`src/rtl/count_ctrl_pkg.sv`:
```
// Shared types and defaults for the count_ctrl run controller.
package count_ctrl_pkg;

  typedef enum logic [1:0] {
    IDLE = 2'd0,
    RUN  = 2'd1,
    DONE = 2'd2
  } state_t;

  localparam int DEF_WIDTH     = 8;
  localparam int DEF_PRE_WIDTH = 4;

endpackage

```
`src/rtl/count_ctrl_counter.sv`:
```
// WIDTH-bit up-counter: register plus incrementer, with synchronous clear and enable.
module count_ctrl_counter #(
  parameter int WIDTH = 8
) (
  input  logic             clk,
  input  logic             rst,
  input  logic             clr,
  input  logic             en,
  output logic [WIDTH-1:0] count
);

  logic [WIDTH-1:0] count_reg;

  always_ff @(posedge clk) begin
    if (rst || clr) begin
      count_reg <= '0;
    end else if (en) begin
      count_reg <= count_reg + 1'b1;
    end
  end

  assign count = count_reg;

endmodule

```
`src/rtl/count_ctrl.sv`:
```
// Run controller driving an enabled up-counter to a programmed length.
// Optional tick prescaler is compiled in when COUNT_CTRL_PRESCALE_EN is defined.
module count_ctrl
  import count_ctrl_pkg::*;
#(
  parameter int WIDTH     = DEF_WIDTH,
  parameter int PRE_WIDTH = DEF_PRE_WIDTH
) (
  input  logic                 clk,
  input  logic                 rst,
  input  logic                 cmd_valid,
  output logic                 cmd_ready,
  input  logic [WIDTH-1:0]     cmd_len,
  input  logic                 cmd_repeat,
  input  logic                 abort,
  input  logic [PRE_WIDTH-1:0] prescale,
  output logic                 tick_en,
  output logic [WIDTH-1:0]     count,
  output logic                 busy,
  output logic                 done
);

  state_t           state_reg, state_next;
  logic [WIDTH-1:0] len_reg;
  logic             repeat_reg;
  logic             accept;
  logic             tick;
  logic             cnt_clr;
  logic             cnt_en;
  logic [WIDTH-1:0] count_inc;

  assign cmd_ready = !rst && (state_reg == IDLE);
  assign accept    = cmd_valid && cmd_ready;
  assign busy      = (state_reg != IDLE);
  assign done      = (state_reg == DONE);
  assign tick_en   = tick;
  assign count_inc = count + 1'b1;

`ifdef COUNT_CTRL_PRESCALE_EN
  logic [PRE_WIDTH-1:0] prescale_reg;
  logic [PRE_WIDTH-1:0] pre_cnt_reg;

  assign tick = (state_reg == RUN) && (pre_cnt_reg == prescale_reg);

  always_ff @(posedge clk) begin
    if (rst) begin
      prescale_reg <= '0;
      pre_cnt_reg  <= '0;
    end else begin
      if (accept) begin
        prescale_reg <= prescale;
      end
      if (cnt_clr) begin
        pre_cnt_reg <= '0;
      end else if (state_reg == RUN) begin
        pre_cnt_reg <= tick ? '0 : pre_cnt_reg + 1'b1;
      end
    end
  end
`else
  // Without the prescaler every RUN cycle is a tick; the port stays for a stable interface.
  logic unused_prescale;
  assign unused_prescale = ^prescale;
  assign tick = (state_reg == RUN);
`endif

  always_ff @(posedge clk) begin
    if (rst) begin
      state_reg  <= IDLE;
      len_reg    <= '0;
      repeat_reg <= 1'b0;
    end else begin
      state_reg <= state_next;
      if (accept) begin
        len_reg    <= cmd_len;
        repeat_reg <= cmd_repeat;
      end
    end
  end

  // Abort wins over completion and also freezes the counter on that edge.
  always_comb begin
    state_next = state_reg;
    cnt_clr    = 1'b0;
    cnt_en     = 1'b0;
    case (state_reg)
      IDLE: begin
        if (accept) begin
          cnt_clr    = 1'b1;
          state_next = (cmd_len == '0) ? DONE : RUN;
        end
      end
      RUN: begin
        if (abort) begin
          state_next = IDLE;
        end else if (tick) begin
          cnt_en = 1'b1;
          if (count_inc == len_reg) begin
            state_next = DONE;
          end
        end
      end
      DONE: begin
        if (abort) begin
          state_next = IDLE;
        end else if (repeat_reg) begin
          cnt_clr    = 1'b1;
          state_next = (len_reg == '0) ? DONE : RUN;
        end else begin
          state_next = IDLE;
        end
      end
      default: state_next = IDLE;
    endcase
  end

  count_ctrl_counter #(.WIDTH(WIDTH)) u_counter (
    .clk   (clk),
    .rst   (rst),
    .clr   (cnt_clr),
    .en    (cnt_en),
    .count (count)
  );

endmodule

```
`config.mk`:
```
export PLATFORM = sky130hd
export DESIGN_NAME = count_ctrl
export DESIGN_NICKNAME = d
export VERILOG_FILES = /design/src/rtl/count_ctrl_pkg.sv /design/src/rtl/count_ctrl_counter.sv /design/src/rtl/count_ctrl.sv
export SDC_FILE = /design/constraint.sdc
export NUM_CORES = 1
export LEC_CHECK = 0
export ABC_AREA = 1
export CORE_MARGIN = 2
export CORE_UTILIZATION = 35
export DETAILED_ROUTE_END_ITERATION = 10
export SLEW_MARGIN = 20
export SYNTH_ARGS = -nofsm -noshare
export SYNTH_HDL_FRONTEND = slang
export SYNTH_SLANG_ARGS = --single-unit
```
`constraint.sdc`:
```
create_clock -name clk -period 1.42 [get_ports clk]
set_input_delay 0.284 -clock clk [delete_from_list [all_inputs] [get_ports clk]]
set_output_delay 0.284 -clock clk [all_outputs]
set_load 0.01 [all_outputs]
```
==> key figures, run 1 <==
Setup path
  • Worst R2R Setup Slack: -0.16 ns
  • Critical path capture point type: flip-flop
  • Start-to-end type of the worst setup path: flip-flop to flip-flop
  • Critical path's top delay family: simple AND/OR/NAND/NOR gates
  • Arrival time at the worst endpoint: 1.79 ns
  • End point of the critical path: state_reg[0]$_SDFFE_PP0P_
  • Startpoint type of the worst setup path: flip-flop
  • Launch point of the worst path: u_counter.count[0]$_SDFFE_PP0P_
  • Number of stages on the worst setup path: 12
  • Launch point of the worst reg-to-reg path: u_counter.count[0]$_SDFFE_PP0P_
  • Path depth of the worst reg2reg path: 12
  • Most numerous cell on the critical path: sky130_fd_sc_hd__nand2_1
  • Worst-path maximum fanout: 2
  • Longest individual stage delay on the worst path: 0.34 ns
  • Slowest cell on the critical path: sky130_fd_sc_hd__dfxtp_2
  • Buffers & Inverters on Critical Path: 2
  • Endpoint of the worst-slack reg-to-reg timing path: state_reg[0]$_SDFFE_PP0P_
  • CP Data Required Time: 1.62 ns
  • Sequence of cells on the critical path: buf_6 > ha_4 > xnor2_2 > nand2_1 > nor2_2 > nand2_1 > nor2_1 > nand3_1 > nand2_2 > o21ai_2 > nand2_1 > inv_1

Die
  • Number of ports placed on the die boundary: 29
  • Vertical die dimension: 60.6 um
  • Die Area: 3670 um2
  • Number of cell rows: 20
  • Area of the core region: 3050 um2
  • Starting utilization of the core area: 36.7%
  • Die outline width: 60.6 um

Clock tree
  • Cell at the root of the clock tree: sky130_fd_sc_hd__clkbuf_4
  • Clk buf depth: 2
  • Number of buffers inserted by hold repair at cts: 0
  • Clock transition at the registers of the reported paths: 0.11 ns
  • Number of buffers created by CTS: 3
  • Insertion delay of the later-clocked pin in the worst-skew pair: 0.29 ns
  • Sink Count: 19
  • Max H-tree Level: 1
  • TritonCTS clock tree: done

Detailed routing
  • Post-route ant nets: 0
  • Routed WL: 2850 um
  • Drt first pass iters: 4
  • Iteration-0 DRC Markers: 25
  • Count of unresolved DRC violations after routing: 0
  • Vias post-DR: 1,220
  • Routed via count divided by cell count: 4.60
  • Average detailed-routed wire length per instance: 10.7 um

Pwr
  • Sw Ratio: 31.3%
  • Sw power: 408 uW
  • Sequential fraction of design power: 46.4%
  • Cell area power density: 764 nW/um2
  • Internal power component: 896 uW
  • Part of the power in the clock network: 21.1%
  • Maximum VDD drop: 0.432 mV
  • Leakage: 0.814 nW
  • Relative contribution of combinational cells to total power: 32.6%

Global route
  • Number of global-route vias before repair: 1,157
  • Number of antenna violations at the first check in global routing: 0
  • First-pass GRT wire length: 4920 um
  • Global-route usage over all layers: 17.5%
  • Pin count of the biggest net entering global routing: 19
  • Final global-route overflow total: 0

Placement
  • Detailed placer's ending HPWL: 2250 um
  • Number of buffers added on ports: 24
  • Post-placement setup slack: -0.331 ns
  • Placed Area: 1570 um2
  • GP Congestion: 0.852

Synthesis
  • Count of synthesis-stage warnings from yosys: 0
  • Top flip-flop cell by instance count after synthesis: sky130_fd_sc_hd__dfxtp_1
  • Gate count of the mapped netlist: 171
  • Count of cell types in the netlist: 26
  • Mean instance size in the synthesized netlist: 6.55 um2
  • EDFF count, synth: 0
  • Net count after synthesis: 189
  • Mapped Area: 1120 um2
  • Flip-flop and latch count after synthesis: 19
  • Sequential share of the synthesized area: 34.0%
  • Share of flip-flops with an asynchronous set or reset after synthesis: 0%

Timing
  • Final setup violation count: 4
  • Part of the cycle the worst path needs: 112%
  • Clk_skew: 0.00321 ns
  • Total negative setup slack: -0.397 ns
  • Maximum clock rate: 631 MHz
  • Fin Hold WS: 0.489 ns
  • Minimum period implied by the final worst setup slack: 1.58 ns
  • Hold violation count in the final report: 0
  • RSZ-0062 raised after global routing: true
  • Worst Max-Slew Pin Slew: 0.232 ns
  • Number of pins with negative max-slew slack in the final report: 0
  • Relative max-transition margin: 84.4%
  • Final WS setup: -0.164 ns

Run
  • Maximum capacitance violations: 0

Layout
  • Total Nets Final: 240
  • Sequential cell area in the final layout: 397 um2
  • Area Growth Syn to Fin: 52.4%
  • Final Cell Area: 1710 um2
  • Multi-input combinational cell area: 681 um2
  • Filler cell count in the final layout: 299
  • Fraction of final layout cells sized beyond drive strength 1: 30.8%
  • Antenna cell count: 0
  • Final design utilization: 55.9%

Min path
  • Worst hold path class: flip-flop to flip-flop

Outcome
  • Failing checks: negative setup slack
  • Result of the run: finished with violations
==> tightest hold or removal path, delay by kind of cell (launching register included) <==
kind,cells,cell delay [ns]
flops,1,0.34
simple gates,2,0.12
==> cell families (layout without fill, tap and decap cells) <==
kind of cell	count (synthesis)	count (layout)	share of synthesized area, %
simple gates	84	84	36.6
buf+inv	33	83	11.3
compound gates	32	32	15.4
flops	19	19	34.0
xor+xnor	2	2	1.56
fa+ha+maj	1	1	1.12
==> through the flow <==
stage                     std cells  total power [mW]
after floorplan                 171             0.817
after global placement          257              1.00
after detailed placement        257              1.01
after CTS                       263              1.28
after global routing            265              1.38
final                           265              1.30
==> power by group through the flow <==
stage	Sequential (mW)	Combinational, mW	Clock [mW]
after floorplan	0.618	0.199	0
after global placement	0.614	0.387	0
after detailed placement	0.616	0.391	0
after CTS	0.604	0.393	0.285
after global routing	0.610	0.473	0.301
final	0.604	0.425	0.275
==> area by class of cell <==
type | count | share of cell area (%)
clock buffer | 4 | 1.54
tap | 44 | 3.23
sequential | 19 | 23.2
inverter | 31 | 6.96
multi-input combinational | 119 | 39.9
timing repair buffer | 48 | 25.1
==> how the worst min path moves through the flow <==
stage                                  startpoint                   endpoint  slack, ns  cells past startpoint
after floorplan                               rst  state_reg[1]$_SDFFE_PP0P_       0.36                      1
after global placement    repeat_reg$_SDFFE_PP0P_    repeat_reg$_SDFFE_PP0P_       0.47                      2
after detailed placement  repeat_reg$_SDFFE_PP0P_    repeat_reg$_SDFFE_PP0P_       0.47                      2
after CTS                 repeat_reg$_SDFFE_PP0P_    repeat_reg$_SDFFE_PP0P_       0.48                      2
after global routing      repeat_reg$_SDFFE_PP0P_    repeat_reg$_SDFFE_PP0P_       0.51                      2
final                     repeat_reg$_SDFFE_PP0P_    repeat_reg$_SDFFE_PP0P_       0.49                      2
==> cell usage in the layout, fill, tap and decap left out, types with 3 or more instances in the layout <==
cell type	n
sky130_fd_sc_hd__inv_1	26
sky130_fd_sc_hd__nor2_4	3
sky130_fd_sc_hd__nand3_2	3
sky130_fd_sc_hd__o21ai_0	11
sky130_fd_sc_hd__nor2_2	4
sky130_fd_sc_hd__nand2_1	33
sky130_fd_sc_hd__dlygate4sd2_1	7
sky130_fd_sc_hd__clkdlybuf4s50_1	12
sky130_fd_sc_hd__inv_2	4
sky130_fd_sc_hd__buf_6	6
sky130_fd_sc_hd__dfxtp_2	7
sky130_fd_sc_hd__nor2_1	11
sky130_fd_sc_hd__buf_4	21
sky130_fd_sc_hd__dfxtp_1	10
sky130_fd_sc_hd__nand2_2	5
sky130_fd_sc_hd__nand3_1	17
sky130_fd_sc_hd__a21oi_1	15
sky130_fd_sc_hd__clkbuf_4	3
==> repair_timing <==
action,4_1_cts,5_1_grt
gates resized for setup,41,15
pin swaps,6,10
buffers inserted,2,3
setup endpoints to repair,14,8
==> routing by layer <==
| metal | share of wire (%) | global-route usage [%] | vias up |
|---|---|---|---|
| li1 | - | - | 652 |
| met1 | 48 | 23.3 | 544 |
| met2 | 48 | 29.2 | 22 |
| met3 | 3.4 | 2.13 | 2 |
| met4 | 0.67 | 6.52 | 0 |
| met5 | 0 | 0 | - |
==> synthesized netlist by cell type, types with 2 or more instances <==
| library cell | instances | area (um2) |
|---|---|---|
| sky130_fd_sc_hd__nand2_1 | 36 | 135 |
| sky130_fd_sc_hd__inv_1 | 27 | 101 |
| sky130_fd_sc_hd__dfxtp_1 | 19 | 380 |
| sky130_fd_sc_hd__nand3_1 | 18 | 90.1 |
| sky130_fd_sc_hd__a21oi_1 | 15 | 75.1 |
| sky130_fd_sc_hd__nor2_1 | 15 | 56.3 |
| sky130_fd_sc_hd__o21ai_0 | 11 | 55.1 |
| sky130_fd_sc_hd__inv_2 | 4 | 15.0 |
| sky130_fd_sc_hd__buf_2 | 2 | 10.0 |
| sky130_fd_sc_hd__nand2_2 | 2 | 12.5 |
| sky130_fd_sc_hd__nand3_2 | 2 | 20.0 |
| sky130_fd_sc_hd__nand4_1 | 2 | 12.5 |
| sky130_fd_sc_hd__nor2_2 | 2 | 12.5 |
| sky130_fd_sc_hd__nor4_1 | 2 | 12.5 |
| sky130_fd_sc_hd__o211ai_1 | 2 | 15.0 |
| sky130_fd_sc_hd__o21bai_1 | 2 | 15.0 |
Power figures use the tool's default switching activity.
==> inputs of run 2 (changes only) <==
--- a/config.mk
+++ b/config.mk
@@ -9,6 +9,7 @@
 export CORE_MARGIN = 2
 export CORE_UTILIZATION = 35
 export DETAILED_ROUTE_END_ITERATION = 10
+export GPL_TIMING_DRIVEN = 0
 export SLEW_MARGIN = 20
 export SYNTH_ARGS = -nofsm -noshare
 export SYNTH_HDL_FRONTEND = slang
==> constraint.sdc (replaced) <==
create_clock -name clk -period 1.9 [get_ports clk]
set_input_delay 0.38 -clock clk [delete_from_list [all_inputs] [get_ports clk]]
set_output_delay 0.38 -clock clk [all_outputs]
set_load 0.01 [all_outputs]
==> run 2 against run 1 <==
The run now ends clean; first-iteration DRC count is 24% higher; total power shrank 30%; clock power shrank 26%; worst hold slack worse by 0.0062 ns; sequential share of layout area is 3.0 points higher; clock skew shrank 0.00063 ns; sequential cell count unchanged; cell area decreased by 15%; clock-buffer cell count unchanged; critical endpoint is now tick_en; highest routed layer unchanged.
==> key figures, run 2 (synthesis gave the netlist of run 1 again) <==
Die
  • Number of ports placed on the die boundary: 29 (unchanged)
  • Number of cell rows: 20 (unchanged)
  • Vertical die dimension: 60.6 um (unchanged)
  • Die outline width: 60.6 um (unchanged)
  • Area of the core region: 3050 um2 (unchanged)
  • Die Area: 3670 um2 (unchanged)
  • Starting utilization of the core area: 36.7% (unchanged)

Detailed routing
  • Iteration-0 DRC Markers: 31 (was 25)
  • Count of unresolved DRC violations after routing: 0 (unchanged)
  • Drt first pass iters: 4 (unchanged)
  • Average detailed-routed wire length per instance: 10.6 um (was 10.7 um)
  • Routed via count divided by cell count: 4.61 (was 4.60)
  • Vias post-DR: 1,125 (was 1,220)
  • Routed WL: 2590 um (was 2850 um)
  • Post-route ant nets: 0 (unchanged)

Outcome
  • Result of the run: completed (was finished with violations)

Global route
  • Number of global-route vias before repair: 1,026 (was 1,157)
  • Pin count of the biggest net entering global routing: 11 (was 19)
  • Number of antenna violations at the first check in global routing: 0 (unchanged)
  • Final global-route overflow total: 0 (unchanged)
  • Global-route usage over all layers: 15.9% (was 17.5%)
  • First-pass GRT wire length: 4380 um (was 4920 um)

Layout
  • Total Nets Final: 219 (was 240)
  • Count of non-filler cells in the finished layout: 244 (was 265)
  • Fraction of final layout cells sized beyond drive strength 1: 11.0% (was 30.8%)
  • Antenna cell count: 0 (unchanged)
  • Filler cell count in the final layout: 332 (was 299)
  • Leading cell type in the layout, fill and taps excluded: sky130_fd_sc_hd__nand2_1 (unchanged)
  • Most used cells in the layout excluding fill and tap cells: 36 x sky130_fd_sc_hd__nand2_1, 27 x sky130_fd_sc_hd__inv_1, 22 x sky130_fd_sc_hd__clkdlybuf4s50_1 (was 33 x sky130_fd_sc_hd__nand2_1, 26 x sky130_fd_sc_hd__inv_1, 21 x sky130_fd_sc_hd__buf_4)
  • Final design utilization: 47.6% (was 55.9%)
  • Area Growth Syn to Fin: 29.8% (was 52.4%)
  • Final Cell Area: 1450 um2 (was 1710 um2)

Timing
  • Minimum period implied by the final worst setup slack: 1.78 ns
  • Hold violation count in the final report: 0 (unchanged)
  • Relative max-transition margin: 75.1% (was 84.4%)
  • RSZ-0062 raised after global routing: false (was true)
  • Maximum clock rate: 562 MHz
  • Clk_skew: 0.00258 ns (was 0.00321 ns)
  • Fin Hold WS: 0.482 ns (was 0.489 ns)
  • Final setup violation count: 0 (was 4)
  • Worst Max-Slew Pin Slew: 0.371 ns (was 0.232 ns)
  • Part of the cycle the worst path needs: 93.6%
  • Number of pins with negative max-slew slack in the final report: 0 (unchanged)

Clock tree
  • Clk buf depth: 2 (unchanged)
  • Max H-tree Level: 1 (unchanged)
  • TritonCTS clock tree: done (unchanged)
  • Number of buffers inserted by hold repair at cts: 0 (unchanged)
  • Insertion delay of the later-clocked pin in the worst-skew pair: 0.29 ns (about the same)
  • Number of buffers created by CTS: 3 (unchanged)
  • Cell at the root of the clock tree: sky130_fd_sc_hd__clkbuf_4 (unchanged)
  • Sink Count: 19 (unchanged)
  • Clock transition at the registers of the reported paths: 0.11 ns (about the same)

Setup path
  • Endpoint of the worst-slack reg-to-reg timing path: state_reg[0]$_SDFFE_PP0P_ (unchanged)
  • Launch point of the worst path: state_reg[0]$_SDFFE_PP0P_ (was u_counter.count[0]$_SDFFE_PP0P_)
  • Start-to-end type of the worst setup path: flip-flop to output port (was flip-flop to flip-flop)
  • Worst-path maximum fanout: 3 (was 2)
  • Path depth of the worst reg2reg path: 11 (was 12)
  • End point of the critical path: tick_en (was state_reg[0]$_SDFFE_PP0P_)
  • Critical path capture point type: output port (was flip-flop)
  • CP Data Required Time: 1.52 ns (was 1.62 ns)
  • Sequence of cells on the critical path: inv_1 > nor2_1 > clkdlybuf4s50_1 (was buf_6 > ha_4 > xnor2_2 > nand2_1 > nor2_2 > nand2_1 > nor2_1 > nand3_1 > nand2_2 > o21ai_2 > nand2_1 > inv_1)
  • Longest individual stage delay on the worst path: 0.56 ns (was 0.34 ns)
  • Worst R2R Setup Slack: 0.26 ns (was -0.16 ns)
  • Arrival time at the worst endpoint: 1.40 ns (was 1.79 ns)
  • Slowest cell on the critical path: sky130_fd_sc_hd__clkdlybuf4s50_1 (was sky130_fd_sc_hd__dfxtp_2)
  • Startpoint type of the worst setup path: flip-flop (unchanged)
  • Launch point of the worst reg-to-reg path: u_counter.count[1]$_SDFFE_PP0P_ (was u_counter.count[0]$_SDFFE_PP0P_)

Pwr
  • Sw Ratio: 31.1% (was 31.3%)
  • Sequential fraction of design power: 49.9% (was 46.4%)
  • Cell area power density: 625 nW/um2 (was 764 nW/um2)
  • Internal power component: 626 uW (was 896 uW)
  • Leakage: 0.676 nW (was 0.814 nW)
  • Power consumption: 908 uW (was 1.30 mW)
  • Relative contribution of combinational cells to total power: 27.7% (was 32.6%)
  • Part of the power in the clock network: 22.4% (was 21.1%)
  • Maximum VDD drop: 0.296 mV (was 0.432 mV)
  • Sw power: 282 uW (was 408 uW)

Placement
  • Detailed placer's ending HPWL: 2080 um (was 2250 um)
  • Number of buffers added on ports: 24 (unchanged)
  • Cell count after placement: 239 (was 257)
  • GP Congestion: 0.784 (was 0.852)
  • Placed Area: 1420 um2 (was 1570 um2)

Run
  • Maximum capacitance violations: 0 (unchanged)

Min path
  • Worst hold path class: flip-flop to flip-flop (unchanged)
  • Launch instance of the worst min-delay path: repeat_reg$_SDFFE_PP0P_ (unchanged)
==> run 2: power groups by stage <==
stage / clock [mW] / combinational, mW / sequential, mW
floorplan: 0 / 0.148 / 0.461
global placement: 0 / 0.247 / 0.460
detailed placement: 0 / 0.250 / 0.461
CTS: 0.215 / 0.253 / 0.453
global route: 0.244 / 0.285 / 0.458
finish: 0.204 / 0.252 / 0.453
==> run 2: critical path: cells and delay by family, from the launching register on <==
family	cells	cell delay [ns]
flip-flops	1	0.38
buffers and inverters	2	0.61
AND/OR/NAND/NOR	1	0.12
==> run 2: how the worst min path moves through the flow <==
stage                               to  slack [ns]  cells past startpoint
6_report       repeat_reg$_SDFFE_PP0P_        0.48                      2
3_5_place_dp   repeat_reg$_SDFFE_PP0P_        0.46                      2
2_1_floorplan  repeat_reg$_SDFFE_PP0P_        0.44                      2
4_1_cts        repeat_reg$_SDFFE_PP0P_        0.48                      2
5_1_grt        repeat_reg$_SDFFE_PP0P_        0.51                      2
3_3_place_gp   repeat_reg$_SDFFE_PP0P_        0.47                      2
==> run 2: routing by layer <==
metal / wire (um) / up-vias / share of wire, % / global-route usage, %
met5: 0 / - / 0 / 0
met4: 13 / 0 / 0.50 / 5.59
met3: 80 / 2 / 3.1 / 3.20
met2: 1200 / 19 / 46 / 25.7
met1: 1300 / 499 / 50 / 21.1
li1: - / 605 / - / -
==> run 2: per-stage QoR <==
stage / setup slack [ns] / setup TNS (ns)
floorplan: 0.380 / 0
global placement: -0.112 / -0.177
detailed placement: -0.0996 / -0.145
CTS: 0.108 / 0
global route: 0.0199 / 0
finish: 0.121 / 0
==> run 2: area by class of cell <==
cell class                 count  area [um2]  share of cell area (%)
sequential                    19         382                    26.2
clock buffer                   4        26.3                    1.81
buffer                         2        10.0                   0.688
inverter                      31         116                    8.00
multi-input combinational    119         616                    42.3
timing repair buffer          25         249                    17.1
tap                           44        55.1                    3.79
==> run 2: repair_timing <==
item | in CTS | in global routing
pin swaps | 1 | 0
resized for setup | 2 | 2
buffers inserted | 1 | 0
setup endpoints to repair | 1 | 2
